===== src/rtl/ptmp_dispatcher.sv =====
// ptmp_dispatcher: walks the 27 genotype cells of one SNP triple, fetches the
// joint count and pairwise marginals, issues them to the Ptmp/IM calculator,
// waits for that cell's result and forwards it with its cell index.
// Optional feature: define PTMP_DISPATCH_TIMEOUT_EN to add a WAIT watchdog.
module ptmp_dispatcher #(
  parameter int DATA_WIDTH  = 16,
  parameter int FLOAT_WIDTH = 32,
  parameter int TIMEOUT     = 127
) (
  input  logic                   clk,
  input  logic                   rst,
  input  logic                   start,
  input  logic [DATA_WIDTH-1:0]  n_in,
  output logic                   busy,
  output logic                   done,
  output logic [4:0]             jt_addr,
  input  logic [DATA_WIDTH-1:0]  jt_rdata,
  output logic [3:0]             pab_addr,
  output logic [3:0]             pbc_addr,
  output logic [3:0]             pca_addr,
  input  logic [FLOAT_WIDTH-1:0] pab_rdata,
  input  logic [FLOAT_WIDTH-1:0] pbc_rdata,
  input  logic [FLOAT_WIDTH-1:0] pca_rdata,
  output logic [FLOAT_WIDTH-1:0] Pab_out,
  output logic [FLOAT_WIDTH-1:0] Pbc_out,
  output logic [FLOAT_WIDTH-1:0] Pca_out,
  output logic [DATA_WIDTH-1:0]  joint_table_out,
  output logic [DATA_WIDTH-1:0]  n_out,
  output logic                   calc_valid_out,
  input  logic                   calc_done_in,
  input  logic [FLOAT_WIDTH-1:0] IM_in,
  input  logic [FLOAT_WIDTH-1:0] tao_in,
  output logic                   res_valid,
  output logic [4:0]             res_idx,
  output logic [FLOAT_WIDTH-1:0] res_IM,
  output logic [FLOAT_WIDTH-1:0] res_tao,
  output logic                   res_last,
  output logic                   res_err
);

  typedef enum logic [2:0] {IDLE, READ, CAPTURE, ISSUE, WAIT, EMIT, FIN} state_t;

  state_t     state, state_nxt;
  logic [1:0] ci, cj, ck;
  logic [4:0] cell_idx;
  logic       done_prev;
  logic       done_edge;
  logic       timeout_hit;

  // Table addresses follow the cell counter directly; the tables return data
  // one cycle later, which is exactly the CAPTURE cycle.
  assign cell_idx  = 5'(ci) * 5'd9 + 5'(cj) * 5'd3 + 5'(ck);
  assign jt_addr   = cell_idx;
  assign pab_addr  = 4'(ci) * 4'd3 + 4'(cj);
  assign pbc_addr  = 4'(cj) * 4'd3 + 4'(ck);
  assign pca_addr  = 4'(ck) * 4'd3 + 4'(ci);

  // A level already high when WAIT is entered has done_prev set, so only a
  // true low-to-high transition counts.
  assign done_edge = calc_done_in & ~done_prev;

  assign busy           = (state != IDLE) && (state != FIN);
  assign done           = (state == FIN);
  assign calc_valid_out = (state == ISSUE);
  assign res_valid      = (state == EMIT);
  assign res_last       = (state == EMIT) && (cell_idx == 5'd26);

`ifdef PTMP_DISPATCH_TIMEOUT_EN
  localparam int WDW = $clog2(TIMEOUT + 1);
  logic [WDW-1:0] wdog;

  // Watchdog counts WAIT cycles; held at zero elsewhere so it clears on entry.
  always_ff @(posedge clk) begin
    if (rst || state != WAIT) wdog <= '0;
    else                      wdog <= wdog + 1'b1;
  end

  assign timeout_hit = (state == WAIT) && !done_edge && (wdog == WDW'(TIMEOUT - 1));

  // Error flag is a result field: updated only when a cell's result is taken.
  always_ff @(posedge clk) begin
    if (rst)                                           res_err <= 1'b0;
    else if (state == WAIT && (done_edge || timeout_hit)) res_err <= timeout_hit;
  end
`else
  assign timeout_hit = 1'b0;
  assign res_err     = 1'b0;
`endif

  // State register.
  always_ff @(posedge clk) begin
    if (rst) state <= IDLE;
    else     state <= state_nxt;
  end

  // Next-state sequencing: one cell in flight at a time.
  always_comb begin
    state_nxt = state;
    unique case (state)
      IDLE:    if (start) state_nxt = READ;
      READ:    state_nxt = CAPTURE;
      CAPTURE: state_nxt = ISSUE;
      ISSUE:   state_nxt = WAIT;
      WAIT:    if (done_edge || timeout_hit) state_nxt = EMIT;
      EMIT:    state_nxt = (cell_idx == 5'd26) ? FIN : READ;
      FIN:     state_nxt = IDLE;
      default: state_nxt = IDLE;
    endcase
  end

  // Datapath: counter, operand capture, result capture, done edge history.
  always_ff @(posedge clk) begin
    if (rst) begin
      done_prev       <= 1'b0;
      ci              <= '0;
      cj              <= '0;
      ck              <= '0;
      n_out           <= '0;
      Pab_out         <= '0;
      Pbc_out         <= '0;
      Pca_out         <= '0;
      joint_table_out <= '0;
      res_idx         <= '0;
      res_IM          <= '0;
      res_tao         <= '0;
    end else begin
      done_prev <= calc_done_in;
      unique case (state)
        IDLE: if (start) begin
          n_out <= n_in;
          ci    <= '0;
          cj    <= '0;
          ck    <= '0;
        end
        CAPTURE: begin
          Pab_out         <= pab_rdata;
          Pbc_out         <= pbc_rdata;
          Pca_out         <= pca_rdata;
          joint_table_out <= jt_rdata;
        end
        WAIT: begin
          if (done_edge) begin
            res_IM  <= IM_in;
            res_tao <= tao_in;
            res_idx <= cell_idx;
          end else if (timeout_hit) begin
            res_IM  <= '0;
            res_tao <= '0;
            res_idx <= cell_idx;
          end
        end
        EMIT: if (cell_idx != 5'd26) begin
          // k fastest, carry into j then i
          if (ck == 2'd2) begin
            ck <= '0;
            if (cj == 2'd2) begin
              cj <= '0;
              ci <= ci + 2'd1;
            end else begin
              cj <= cj + 2'd1;
            end
          end else begin
            ck <= ck + 2'd1;
          end
        end
        default: ;
      endcase
    end
  end

endmodule

===== config.mk =====
export PLATFORM = sky130hd
export DESIGN_NAME = ptmp_dispatcher
export DESIGN_NICKNAME = d
export VERILOG_FILES = /design/src/rtl/ptmp_dispatcher.sv
export SDC_FILE = /design/constraint.sdc
export NUM_CORES = 1
export LEC_CHECK = 0
export ABC_AREA = 0
export ABC_CLOCK_PERIOD_IN_PS = 3600
export BUFFER_PORTS_ARGS = -buffer_cell sky130_fd_sc_hd__buf_2
export CAP_MARGIN = 20
export CORE_AREA = 2 2 161 163
export CTS_CLUSTER_SIZE = 10
export DETAILED_ROUTE_END_ITERATION = 8
export DIE_AREA = 0 0 163 165
export PLACE_DENSITY_LB_ADDON = 0.15
export SYNTH_ARGS = -nofsm -noshare
export SYNTH_HDL_FRONTEND = slang
export SYNTH_SLANG_ARGS = --single-unit

===== constraint.sdc =====
create_clock -name clk -period 3.6 [get_ports clk]
set_input_delay 0.72 -clock clk [delete_from_list [all_inputs] [get_ports clk]]
set_output_delay 0.72 -clock clk [all_outputs]
set_load 0.01 [all_outputs]

* Word level (Yosys, flattened, before mapping)
Cells that the tools add are included.
** Cells by class
- Add/sub/neg operators :: 8
- $mul :: 5
- Equal/unequal tests :: 16
- Muxes and demuxes :: 16
- Bitwise gates (word level) :: 2
- Reduce and logical (&&, ||, !) cells :: 11
** Operators by type and width (number)
- $mux W2 :: 9
- $pmux W3 S6 :: 1
- $mul A2 B2 Y4 const B :: 4
- $add A4 B2 Y4 :: 3
- $pmux W2 S2 :: 3
- $eq A3 B3 Y1 const B :: 3
- $mux W3 :: 3
- $add A2 B1 Y2 const B :: 3
- $eq A3 B2 Y1 const B :: 2
- $ne A2 B1 Y1 const B :: 3
- $reduce_and A2 Y1 :: 3
- $add A5 B2 Y5 :: 1
- $add A5 B4 Y5 :: 1
- $eq A5 B5 Y1 const B :: 1
- $mul A2 B4 Y5 const B :: 1
- $ne A5 B5 Y1 const B :: 1
- $reduce_and A5 Y1 :: 1
- $eq A2 B2 Y1 const B :: 2
- $ne A2 B2 Y1 const B :: 2
- $reduce_and A4 Y1 :: 1
- $eq A3 B1 Y1 const B :: 1
- $logic_not A3 Y1 :: 1
- $ne A3 B3 Y1 const B :: 1
- $reduce_and A3 Y1 :: 1
- other kinds (5) :: 6
** Storage, ports and cells
- Register bits after elaboration :: 207
- Input bits :: 196
- Word-level logic and storage cells :: 71

* Logic depth before layout (Yosys ltp)
Gate-level depths: netlist (run 1).
- Word-level depth :: 6
- Depth in mapped cells :: 9
- Mapped depth without buffers :: 8

* Worst setup path before layout (run 1)
No wires, ideal clock.
- Path kind :: flip-flop to output port
- Start point :: register cj[0]
- End point :: output port res_last
- Data arrival time :: 2.577 ns
- Required time :: 2.880 ns
- Slack :: 0.303 ns
- Stages on the path, launching flop included :: 8
- Path buffers :: 0
- Path through :: dfxtp_1 > fa_1 > fa_1 > fa_1 > xnor2_1 > nand3b_1 > nor3_1 > and2_1
** On the way
- Cells in the longest elaborated chain, start to end :: 5
** RTL lines
- from (decl) :: RTL line 44 : logic [1:0] ci, cj, ck;
- from (signal assigned) :: RTL line 160 : cj <= cj + 2'd1;
- $mul A2 B2 Y4 :: RTL line 52 : assign cell_idx = 5'(ci) * 5'd9 + 5'(cj) * 5'd3 + 5'(ck);
- $add A5 B4 Y5 :: RTL line 52
- $add A5 B2 Y5 :: RTL line 52
- $eq A5 B5 Y1 :: RTL line 66 : assign res_last = (state == EMIT) && (cell_idx == 5'd26);
- $logic_and A1 B1 Y1 :: RTL line 66
- to (decl) :: RTL line 37 : output logic res_last,
Every way passes these cells.

* Worst setup path in the final report (run 1)
- Start point :: register ci[0]
- End point :: output port res_last
** On the way
- Cells in the longest elaborated chain, start to end :: 5
** RTL lines
- from (decl) :: RTL line 44
- from (signal assigned) :: RTL line 158 : ci <= ci + 2'd1;
- $mul A2 B4 Y5 :: RTL line 52
- $add A5 B4 Y5 :: RTL line 52
- $add A5 B2 Y5 :: RTL line 52
- $eq A5 B5 Y1 :: RTL line 66
- $logic_and A1 B1 Y1 :: RTL line 66
Every way passes these cells.

==> metrics.sh, run 1 <==
MOSTFREQUENTLAYOUTCELL='buf_2'
CORE_AREA_MM2=0.02504
FINAL.SETUP.TNS_NS=-0.01764
ANTENNA_VIOLATIONS_BEFORE_REPAIR=3
TIMING.MAX_SLEW.REL_SLACK_PCT=30.61
FLOORPLAN.DIE.HEIGHT_UM=165
SYNTH_SEQUENTIAL_AREA_RATIO_PCT=53.16
SYNTH.LARGEST_AREA_CELL='dfxtp_1'
WORSTSETUPENDPOINTTYPE='primary output'
VIA_COUNT=7626
HOLD_PATH_STARTPOINT='pbc_rdata[12]'
MIN_PATH_CELLS=3
POSTROUTEANTENNANETS=0
DRV_CAP=0
PRE_CTS_SLACK_NS=0.2422
ROUTEDWLPERCELL_UM=15.08
R2R-START='ci[0]'
SHARE_OF_CELLS_ABOVE_DRIVE_STRENGTH_1_PCT=34.26
IR_WORST_VDD_mV=0.3516
DESIGN.DIE.AREA_MM2=0.02690
POWER_PER_CELL_AREA_mW_PER_MM2=502.2
ROUTE.DETAILED.DRC=0
CRIT_TYPE='reg2out'
RSZ0062_AT_GRT='yes'
SYN2LAYOUT_AREA_GROWTH_PCT=39.65
SYNTH_FA_HA_AREA_SHARE_PCT=5.136
POST-ROUTE-WORST-SETUP-SLACK_NS=-0.01764
DESIGN.FINAL.NETS=1585
CTS_SINKS=207
GRT_REMAINING_OVERFLOW=0
PLACEMENT_ROWS=58
CRITICAL-PATH-SLOWEST-CELL='fa_1'
GPL_WTD_CONG=0.7992
CLOCK_POWER_SHARE_PCT=41.1
FAILED_CHECKS='setup timing'
CTS_TREE='built'
CTS-BUFFERS-INSERTED=25
FF_TO_FF_PATH_DEPTH=9
CTS_HOLD_REPAIR.BUFFERS=0
REPORT.POWER.TOTAL_mW=5.466
INSERTION_DELAY_NS=0.51
ROUTED_WIRELENGTH_UM=25690
GLOBALROUTETOTALUTIL_PCT=17.68
TIMING_MAX_TRANSITION_VIOLATIONS_FINAL=0
SYNTH_TOP_AREA_SHARE_PCT=53.16
BUFFER_PORTS.INSERTED=414
STATIC-LEAKAGE-POWER_nW=5.072
GRT_PASS1_VIAS=7170
HOLD_PATH_END='Pbc_out[12]'
FINCLKSKEW_NS=0.006751
HALF_PERIMETER_WIRE_LENGTH_AFTER_PLACEMENT_UM=17880
WORSTMARGINPINSLEW_NS=1.041
YOSYSWARNINGS=0
MOSTFREQUENTLAYOUTCELLS='413 x buf_2, 392 x nand2_1, 206 x dfxtp_1'
TIMING.HOLD.WS_NS=0.4446
FINAL-HOLD-VIOLATION-COUNT=0
WIRE_LENGTH_OF_THE_FIRST_GLOBAL_ROUTING_PASS_UM=38090
WORST_SETUP_HOLD_PATH_CLK_SLEW_NS=0.06
SYNTH_NETS=1201
WORST_EP_ARRIVAL_TIME_NS=2.90
MAX_CLOCK_FREQ_MHz=276.4
HTREEDEPTH=1
SYNTH.TOP_CELLS.BY_AREA='dfxtp_1 53%, nand2_1 19%, a21oi_1 13%, fa_1 2.6%, ha_1 2.6%'
DESIGN.PORTCOUNT=416
DRT_PRE_ANTENNA_ITERS=4
FINAL.PERIOD_UTILIZATION_PCT=100.5
TOTAL_SWITCHING_POWER_mW=1.422
SYNTH_COMPOUND_AREA_SHARE_PCT=14.72
PIN_COUNT_OF_THE_BIGGEST_NET_ENTERING_GLOBAL_ROUTING=107
PERIOD_MINUS_SLACK_NS=3.618
SYNTH_TOP_FAMILY_BY_AREA='simple AND/OR/NAND/NOR gates'
SYNTH.CELL_AREA_MM2=0.007795
START_UTIL_PCT=31.13
NUMBER_OF_BUFFERS_BETWEEN_CLOCK_ROOT_AND_THE_DEEPEST_SINK=3
CELLINTERNALPOWER_mW=4.044
POST_DRT_VIA_CELL_RATIO=4.475
DIEWIDTH_UM=163
CRIT-REG2REG-CAPTURE='cj[0]'
SYNTH_SIMPLE_GATE_AREA_SHARE_PCT=21.56
SYNTH_XOR_XNOR_AREA_SHARE_PCT=0.3371
NETLIST_INSTANCES=979
POWER.COMBINATIONAL.FRACTION_PCT=13.3
FIRST_ITER_VIOLATIONS=432
RUN_STATUS='complete, but fails checks'
SYNTH.AVG_CELL_AREA_UM2=7.962
WORSTSETUPSTARTPOINTTYPE='flop'
POWER.SWITCHING_FRACTION_PCT=26.02
LAYOUT.CORE_UTILIZATION_PCT=43.48
NUMBER_OF_STORAGE_ELEMENTS_IN_THE_SYNTHESIS_NETLIST=207
SYNTH.AREA.MUX_SHARE_PCT=0.1284
HOLD_PATH_CLASS='in2reg'
CP.REQUIRED_NS=2.88
CRIT_PATH_MAX_FANOUT=3
NETLIST-CELL-TYPE-COUNT=39
POWER.SHARE.SEQUENTIAL_PCT=45.6
FINALSETUPVIOLCOUNT=1
CELL_BREAKDOWN_OF_THE_CRITICAL_PATH='fa_1 -> fa_2 -> fa_2 -> a31oi_2 -> xnor2_1 -> nor3_2 -> and2_1 -> buf_2'
TIMING.REG2REG.SETUP_SLACK_NS=0.50
WORST_PATH_LARGEST_CELL_DELAY_NS=0.49
CTS_ROOT_BUF='clkbuf_16'
MOST_PREVALENT_STANDARD_CELL_ON_THE_CRITICAL_PATH='fa_2'
-- kinds of logic after synthesis --
family / Yosys count
XOR/XNOR: 3
multiplexers: 1
other: 1
adder cells (fa/ha/maj): 26
buffers and inverters: 94
flip-flops: 207
AND/OR/NAND/NOR: 430
AO/OA/AOI/OAI: 217
-- Yosys cell counts, drive strengths merged --
cell	n
ha	16
nor2b	4
nand2b	2
clkinv	1
nand3	7
o31a	1
a32o	2
conb	1
nand3b	1
o31ai	3
inv	22
and3b	1
nand2	393
o21ai	2
or4b	1
and2	3
nor2	9
xor2	1
a21o	1
a32oi	1
mux2i	1
and3	4
a21oi	201
or3	3
xnor2	2
fa	10
dfxtp	207
a211oi	2
nor3	2
o41ai	1
a31oi	2
buf	18
clkbuf	53
o21a	1
-- cell type report --
class / count / area, um2
fillers: 2631 / 14150
clock buffers: 33 / 705.7
well taps: 330 / 412.9
inverters: 23 / 86.33
flip-flops and latches: 207 / 4145
multi-input cells: 678 / 3302
repair buffers: 428 / 2221
diodes: 5 / 12.51
-- routing by layer --
metal	GRT usage, %	wire [um]	share of wire (%)	vias up
met3	6.831	2661	10	50
met4	6.275	793	3.1	0
li1	-	-	-	3905
met1	20.52	10330	40	3366
met5	0	0	0	-
met2	29.74	11910	46	305
-- flip-flops by register name (all words and copies together), names as in the netlist --
register,cells
Pab_out,32
Pbc_out,32
Pca_out,32
ci,2
cj,2
ck,2
done_prev,1
joint_table_out,16
n_out,16
res_IM,32
res_idx,5
res_tao,32
state,3
-- stage by stage --
| stage | instance area [um2] | std cells |
|---|---|---|
| after global placement | 10140 | 1665 |
| after global routing | 10880 | 1702 |
| final | 10890 | 1704 |
| after CTS | 10870 | 1698 |
| after detailed placement | 10140 | 1665 |
| after floorplan | 7795 | 979 |
-- worst max path at each step --
stage          startpoint  cells after the start       end
2_1_floorplan       cj[0]                      7  res_last
3_3_place_gp        ci[0]                      8  res_last
3_5_place_dp        ci[0]                      8  res_last
4_1_cts             ci[0]                      7  res_last
5_1_grt             ci[0]                      8  res_last
6_report            ci[0]                      8  res_last
-- critical path: cells and delay by family, from the launching register on --
family                   cells  cell delay, ns
AO/OA/AOI/OAI                1            0.15
XOR/XNOR                     1            0.11
adder cells (fa/ha/maj)      3            1.26
buffers and inverters        1            0.13
flip-flops                   1            0.33
AND/OR/NAND/NOR              2            0.41
-- repair_timing --
action,4_1_cts,5_1_grt
pin swaps,2,2
endpoints found under the setup margin,2,1
gates resized for setup,5,0
hold endpoints to repair,0,0
setup buffers,0,1
-- power by group through the flow --
stage	sequential [mW]	clock, mW	combinational (mW)
2_1_floorplan	2.60	0	0.340
3_3_place_gp	2.53	0	0.741
3_5_place_dp	2.54	0	0.743
4_1_cts	2.49	2.34	0.744
5_1_grt	2.51	2.42	0.816
6_report	2.49	2.24	0.729
Power figures use the tool's default switching activity.
==> inputs of run 2 (changes only) <==
Settings changed: BUFFER_PORTS_ARGS -buffer_cell sky130_fd_sc_hd__buf_2 to default, DONT_BUFFER_PORTS from default to 1, REMOVE_ABC_BUFFERS from default to 1.
==> run 2 against run 1 <==
  * Non-clock buffer count down 416
  * Register-to-register slack better by 0.08 ns
  * Critical path depth down 1
  * Cell count down 25%
  * Sequential share of layout area up 9.2 points
  * Highest routed layer unchanged
  * Sequential cell count unchanged
  * Wire length down 10%
  * Critical endpoint unchanged
  * Die area unchanged
  * Global-route usage down 2.3 points
  * Maximum frequency up 0.97%
  * The run now ends clean
  * Hold slack worse by 0.16 ns
  * Worst setup slack better by 0.035 ns
==> metrics.sh, run 2 (synthesis results as in run 1) <==
POST-ROUTE-WORST-SETUP-SLACK_NS=0.01706
MOSTFREQUENTLAYOUTCELL='nand2_1'
CTS_HOLD_REPAIR.BUFFERS=0
CRIT_TYPE='reg2out'
POWER_PER_CELL_AREA_mW_PER_MM2=588.7
WIRE_LENGTH_OF_THE_FIRST_GLOBAL_ROUTING_PASS_UM=33350
DESIGN.FINAL.NETS=1169
POST-CTS-SETUP-BUFFERS=0
VIA_COUNT=6153
STARTPOINT='ci[0]'
CTS_SINKS=207
DESIGN.DIE.AREA_MM2=0.02690
ANTENNA-DIODE-COUNT=0
WORST_PATH_LARGEST_CELL_DELAY_NS=0.50
WORSTMARGINPINSLEW_NS=0.7394
HOLD_PATH_CLASS='in2reg'
DIEWIDTH_UM=163
CRIT_PATH_MAX_FANOUT=5
FF_TO_FF_PATH_DEPTH=8
FINAL.PERIOD_UTILIZATION_PCT=99.53
POSTROUTEANTENNANETS=0
PRE_CTS_SLACK_NS=0.3283
RSZ0062_AT_GRT='yes'
HOLD_PATH_STARTPOINT='rst'
DRT_PRE_ANTENNA_ITERS=5
SYN2LAYOUT_AREA_GROWTH_PCT=12.34
FINCLKSKEW_NS=0.01109
WORSTSETUPENDPOINTTYPE='primary output'
GRT_REMAINING_OVERFLOW=0
MOSTFREQUENTLAYOUTCELLS='392 x nand2_1, 207 x dfxtp_1, 201 x a21oi_1'
POST_DRT_VIA_CELL_RATIO=4.807
WORST_SETUP_HOLD_PATH_CLK_SLEW_NS=0.05
PIN_COUNT_OF_THE_BIGGEST_NET_ENTERING_GLOBAL_ROUTING=207
HALF_PERIMETER_WIRE_LENGTH_AFTER_PLACEMENT_UM=15800
FINALSETUPVIOLCOUNT=0
CRITICAL-PATH-SLOWEST-CELL='fa_1'
SHARE_OF_CELLS_ABOVE_DRIVE_STRENGTH_1_PCT=5.579
TIMING.MAX_SLEW.REL_SLACK_PCT=50.71
MIN_PATH_CELLS=1
TIMING.REG2REG.SETUP_SLACK_NS=0.58
CORE_AREA_MM2=0.02504
HTREEDEPTH=1
DRV_CAP=0
TIMING_MAX_TRANSITION_VIOLATIONS_FINAL=0
FLOORPLAN.DIE.HEIGHT_UM=165
CP.REQUIRED_NS=2.88
STATIC-LEAKAGE-POWER_nW=3.084
NUMBER_OF_BUFFERS_BETWEEN_CLOCK_ROOT_AND_THE_DEEPEST_SINK=3
PLACEMENT_ROWS=58
PERIOD_MINUS_SLACK_NS=3.583
DESIGN.PORTCOUNT=416
ROUTED_WIRELENGTH_UM=23010
FIRST_ITER_VIOLATIONS=418
CTS_TREE='built'
GRT_PASS1_VIAS=5800
GLOBALROUTETOTALUTIL_PCT=15.42
MOST_PREVALENT_STANDARD_CELL_ON_THE_CRITICAL_PATH='fa_2'
WORST_EP_ARRIVAL_TIME_NS=2.86
ROUTE.DETAILED.DRC=0
INSERTION_DELAY_NS=0.51
CTS-BUFFERS-INSERTED=25
RUN_STATUS='finished clean'
CTS_ROOT_BUF='clkbuf_16'
FINAL-HOLD-VIOLATION-COUNT=0
BUFFER_PORTS.INSERTED=0
CELL_BREAKDOWN_OF_THE_CRITICAL_PATH='fa_1 -> fa_2 -> fa_2 -> a31oi_4 -> xnor2_2 -> nor3_2 -> and2_4'
ROUTEDWLPERCELL_UM=17.98
R2R-START='ci[0]'
LAYOUT.CORE_UTILIZATION_PCT=34.98
IR_WORST_VDD_mV=0.2934
WORSTSETUPSTARTPOINTTYPE='flop'
MAX_CLOCK_FREQ_MHz=279.1
ANTENNA_VIOLATIONS_BEFORE_REPAIR=0
START_UTIL_PCT=31.13
GPL_WTD_CONG=0.7251
## run 2: cell count changes in the layout (fill, tap and decap cells not counted), moves of 2 or more
cell / before / now
buf_12: 3 / 1
buf_2: 413 / 0
clkbuf_1: 3 / 1
clkbuf_8: 5 / 3
diode_2: 5 / 0
## run 2: what timing repair did
item	in CTS	in global routing
gates resized for setup	7	1
cloned	0	0
pin swaps	0	1
setup endpoints to repair	1	1
## run 2: final cells by class
type | instances | area (um2)
fillers | 2706 | 16280
flip-flops and latches | 207 | 4144
multi-input cells | 678 | 3332
clock buffers | 29 | 670.6
well taps | 330 | 412.9
repair buffers | 12 | 102.6
inverters | 23 | 86.33
clock inverters | 1 | 8.758
## run 2: layer usage
| layer | vias up | global-route usage (%) | routed length, um |
|---|---|---|---|
| met1 | 2803 | 18.22 | 8926 |
| met5 | - | 0 | 0 |
| met3 | 35 | 5.048 | 2164 |
| li1 | 3064 | - | - |
| met2 | 251 | 26.69 | 11270 |
| met4 | 0 | 4.545 | 657 |
## run 2: stage by stage
stage               power (mW)  setup TNS, ns  hold WS (ns)  cells  area [um2]
finish                   5.156              0        0.2875   1280        8757
global route             5.404        -0.1122        0.2638   1280        8757
CTS                      5.256              0        0.2515   1280        8746
detailed placement       3.024              0        0.4918   1250        8030
global placement         3.017              0        0.4863   1250        8030
floorplan                2.883         -69.24        0.4745    908        7498
## run 2: critical path: cells and delay by family, from the launching register on
| family | cells | cell delay (ns) |
|---|---|---|
| flops | 1 | 0.33 |
| simple gates | 2 | 0.41 |
| xor+xnor | 1 | 0.13 |
| compound gates | 1 | 0.17 |
| fa+ha+maj | 3 | 1.31 |
## run 2: worst paths after layout
| kind | to |
|---|---|
| max reg2reg | cj[1] |
| max | res_last |
| min | Pca_out[16] |
| min reg2reg | res_tao[18] |
## run 2: report_power, final
part           internal (mW)  switching, mW  total [mW]
Combinational          0.120          0.249       0.370
Clock                   1.29          0.904        2.19
Sequential              2.43          0.168        2.59
==> inputs of run 3 (changes only) <==
Settings changed: ABC_CLOCK_PERIOD_IN_PS 3600 to 4000.
Clock period 3.6 ns to 4 ns, I/O delays scaled along.
==> run 3 against run 2 <==
  * First-iteration DRC count rose by 20%
  * Final area rose by 0.10%
  * Sequential share of layout area barely moved
  * Critical endpoint unchanged
  * Clock-buffer cell count rose by 2
==> metrics.sh, run 3 (synthesis results as in run 1) <==
CTS_ROOT_BUF='clkbuf_16'
DESIGN.FINAL.NETS=1166
ROUTEDWLPERCELL_UM=17.86
CTS_SINKS=207
GRT_PASS1_VIAS=5722
BUFFER_PORTS.INSERTED=0
CORE_AREA_MM2=0.02504
FINCLKSKEW_NS=0.01081
WORST_EP_ARRIVAL_TIME_NS=2.99
REPORT.POWER.TOTAL_mW=4.764
TIMING.HOLD.WS_NS=0.3663
CTS-BUFFERS-INSERTED=26
FINAL.FILL_COUNT=2666
CRIT_TYPE='reg2out'
START_UTIL_PCT=31.13
POST_DRT_VIA_CELL_RATIO=4.832
FIRST_ITER_VIOLATIONS=502
HOLD_PATH_CLASS='in2reg'
DIEWIDTH_UM=163
RUN_STATUS='finished clean'
CP.REQUIRED_NS=3.20
PIN_COUNT_OF_THE_BIGGEST_NET_ENTERING_GLOBAL_ROUTING=207
CTS_HOLD_REPAIR.BUFFERS=0
TIMING_MAX_TRANSITION_VIOLATIONS_FINAL=0
POSTROUTEANTENNANETS=0
FINAL.PERIOD_UTILIZATION_PCT=94.84
HALF_PERIMETER_WIRE_LENGTH_AFTER_PLACEMENT_UM=15610
PERIOD_MINUS_SLACK_NS=3.794
IR_WORST_VDD_mV=0.2907
RSZ0062_AT_GRT='no'
HTREEDEPTH=1
STATIC-LEAKAGE-POWER_nW=3.107
DRT_PRE_ANTENNA_ITERS=4
MAX_CLOCK_FREQ_MHz=263.6
WIRE_LENGTH_OF_THE_FIRST_GLOBAL_ROUTING_PASS_UM=33000
LAYOUT.CORE_UTILIZATION_PCT=35.01
POWER_PER_CELL_AREA_mW_PER_MM2=543.4
GLOBALROUTETOTALUTIL_PCT=15.37
DESIGN.PORTCOUNT=416
FINALSETUPVIOLCOUNT=0
CRIT_PATH_MAX_FANOUT=5
SHARE_OF_CELLS_ABOVE_DRIVE_STRENGTH_1_PCT=5.147
PLACEDCELLCOUNT=1246
SYN2LAYOUT_AREA_GROWTH_PCT=12.46
ANTENNA_VIOLATIONS_BEFORE_REPAIR=0
WORST_SETUP_HOLD_PATH_CLK_SLEW_NS=0.05
FIN_CELLS=1282
WORSTSETUPENDPOINTTYPE='primary output'
CTS_TREE='built'
MOSTFREQUENTLAYOUTCELL='nand2_1'
INSERTION_DELAY_NS=0.52
LAYOUT.AREA.SEQ_MM2=0.004144
DRV_CAP=0
ROUTE.DETAILED.DRC=0
GRT_REMAINING_OVERFLOW=0
WORSTSETUPSTARTPOINTTYPE='flop'
GPL_WTD_CONG=0.7404
FINAL-HOLD-VIOLATION-COUNT=0
WORSTMARGINPINSLEW_NS=0.9432
VIA_COUNT=6194
FLOORPLAN.DIE.HEIGHT_UM=165
ROUTED_WIRELENGTH_UM=22900
ANTENNA-DIODE-COUNT=0
AREA_USED_BY_MULTI_INPUT_COMBINATIONAL_LOGIC_MM2=0.003306
NUMBER_OF_BUFFERS_BETWEEN_CLOCK_ROOT_AND_THE_DEEPEST_SINK=3
DESIGN.DIE.AREA_MM2=0.02690
PLACEMENT_ROWS=58
TIMING.MAX_SLEW.REL_SLACK_PCT=37.12
MOSTFREQUENTLAYOUTCELLS='392 x nand2_1, 207 x dfxtp_1, 201 x a21oi_1'
-- run 3: cell types whose count changed in the layout (fill, tap and decap cells not counted), moves of 2 or more --
cell | previous run | this run
clkbuf_1 | 1 | 4
clkbuf_8 | 3 | 0
clkinv_2 | 0 | 3
buf_4 | 11 | 7
clkbuf_16 | 25 | 27
-- run 3: area by class of cell --
| type | instances | share of cell area [%] |
|---|---|---|
| tap | 330 | 4.710 |
| timing repair buffer | 8 | 0.8279 |
| inverter | 23 | 0.9849 |
| sequential | 207 | 47.27 |
| clock inverter | 5 | 0.6138 |
| clock buffer | 31 | 7.879 |
| multi-input combinational | 678 | 37.71 |
-- run 3: worst paths after layout --
path / from / to / slack, ns / depth (start not counted)
setup / recovery: ci[0] / res_last / 0.21 / 7
hold / removal: rst / Pca_out[20] / 0.37 / 1
setup reg to reg: ci[0] / cj[1] / 0.86 / 8
hold reg to reg: res_IM[24] / res_IM[24] / 0.50 / 2
-- run 3: critical path: stages (launching register included) --
cell and delay (ns):
dfxtp_1 0.33, fa_1 0.49, fa_1 0.44, fa_2 0.40
a31oi_2 0.15, xnor2_1 0.20, nor3_4 0.28, and2_1 0.21
-- run 3: routing by layer --
metal  share of wire (%)  vias to the layer above  global-route usage, %  wire length (um)
li1                    -                     3075                      -                 -
met2                  49                      261                  26.21             11220
met5                   0                        -                      0                 0
met1                  38                     2815                  17.98              8681
met4                 2.9                        0                  4.907               668
met3                  10                       43                  5.600              2329
-- run 3: stage by stage --
stage / TNS, ns / setup slack [ns] / instance area (um2)
floorplan: -47.48 / -0.8431 / 7498
global placement: 0 / 0.5178 / 8000
detailed placement: 0 / 0.4966 / 8000
CTS: 0 / 0.05886 / 8750
global route: 0 / 0.05480 / 8766
finish: 0 / 0.2063 / 8766
-- run 3: timing repair --
item | CTS | global route
buffers inserted | 0 | 0
setup endpoints to repair | 1 | 1
gates resized for setup | 1 | 3
pin swaps | 0 | 0
-- run 3: where the power goes --
| part | leakage [nW] | internal, mW | total, mW | switching [mW] |
|---|---|---|---|---|
| clock network | 0.367 | 1.26 | 2.10 | 0.834 |
| registers | 1.68 | 2.18 | 2.33 | 0.149 |
| logic | 1.06 | 0.107 | 0.331 | 0.225 |
| total | 3.11 | 3.56 | 4.76 | 1.21 |
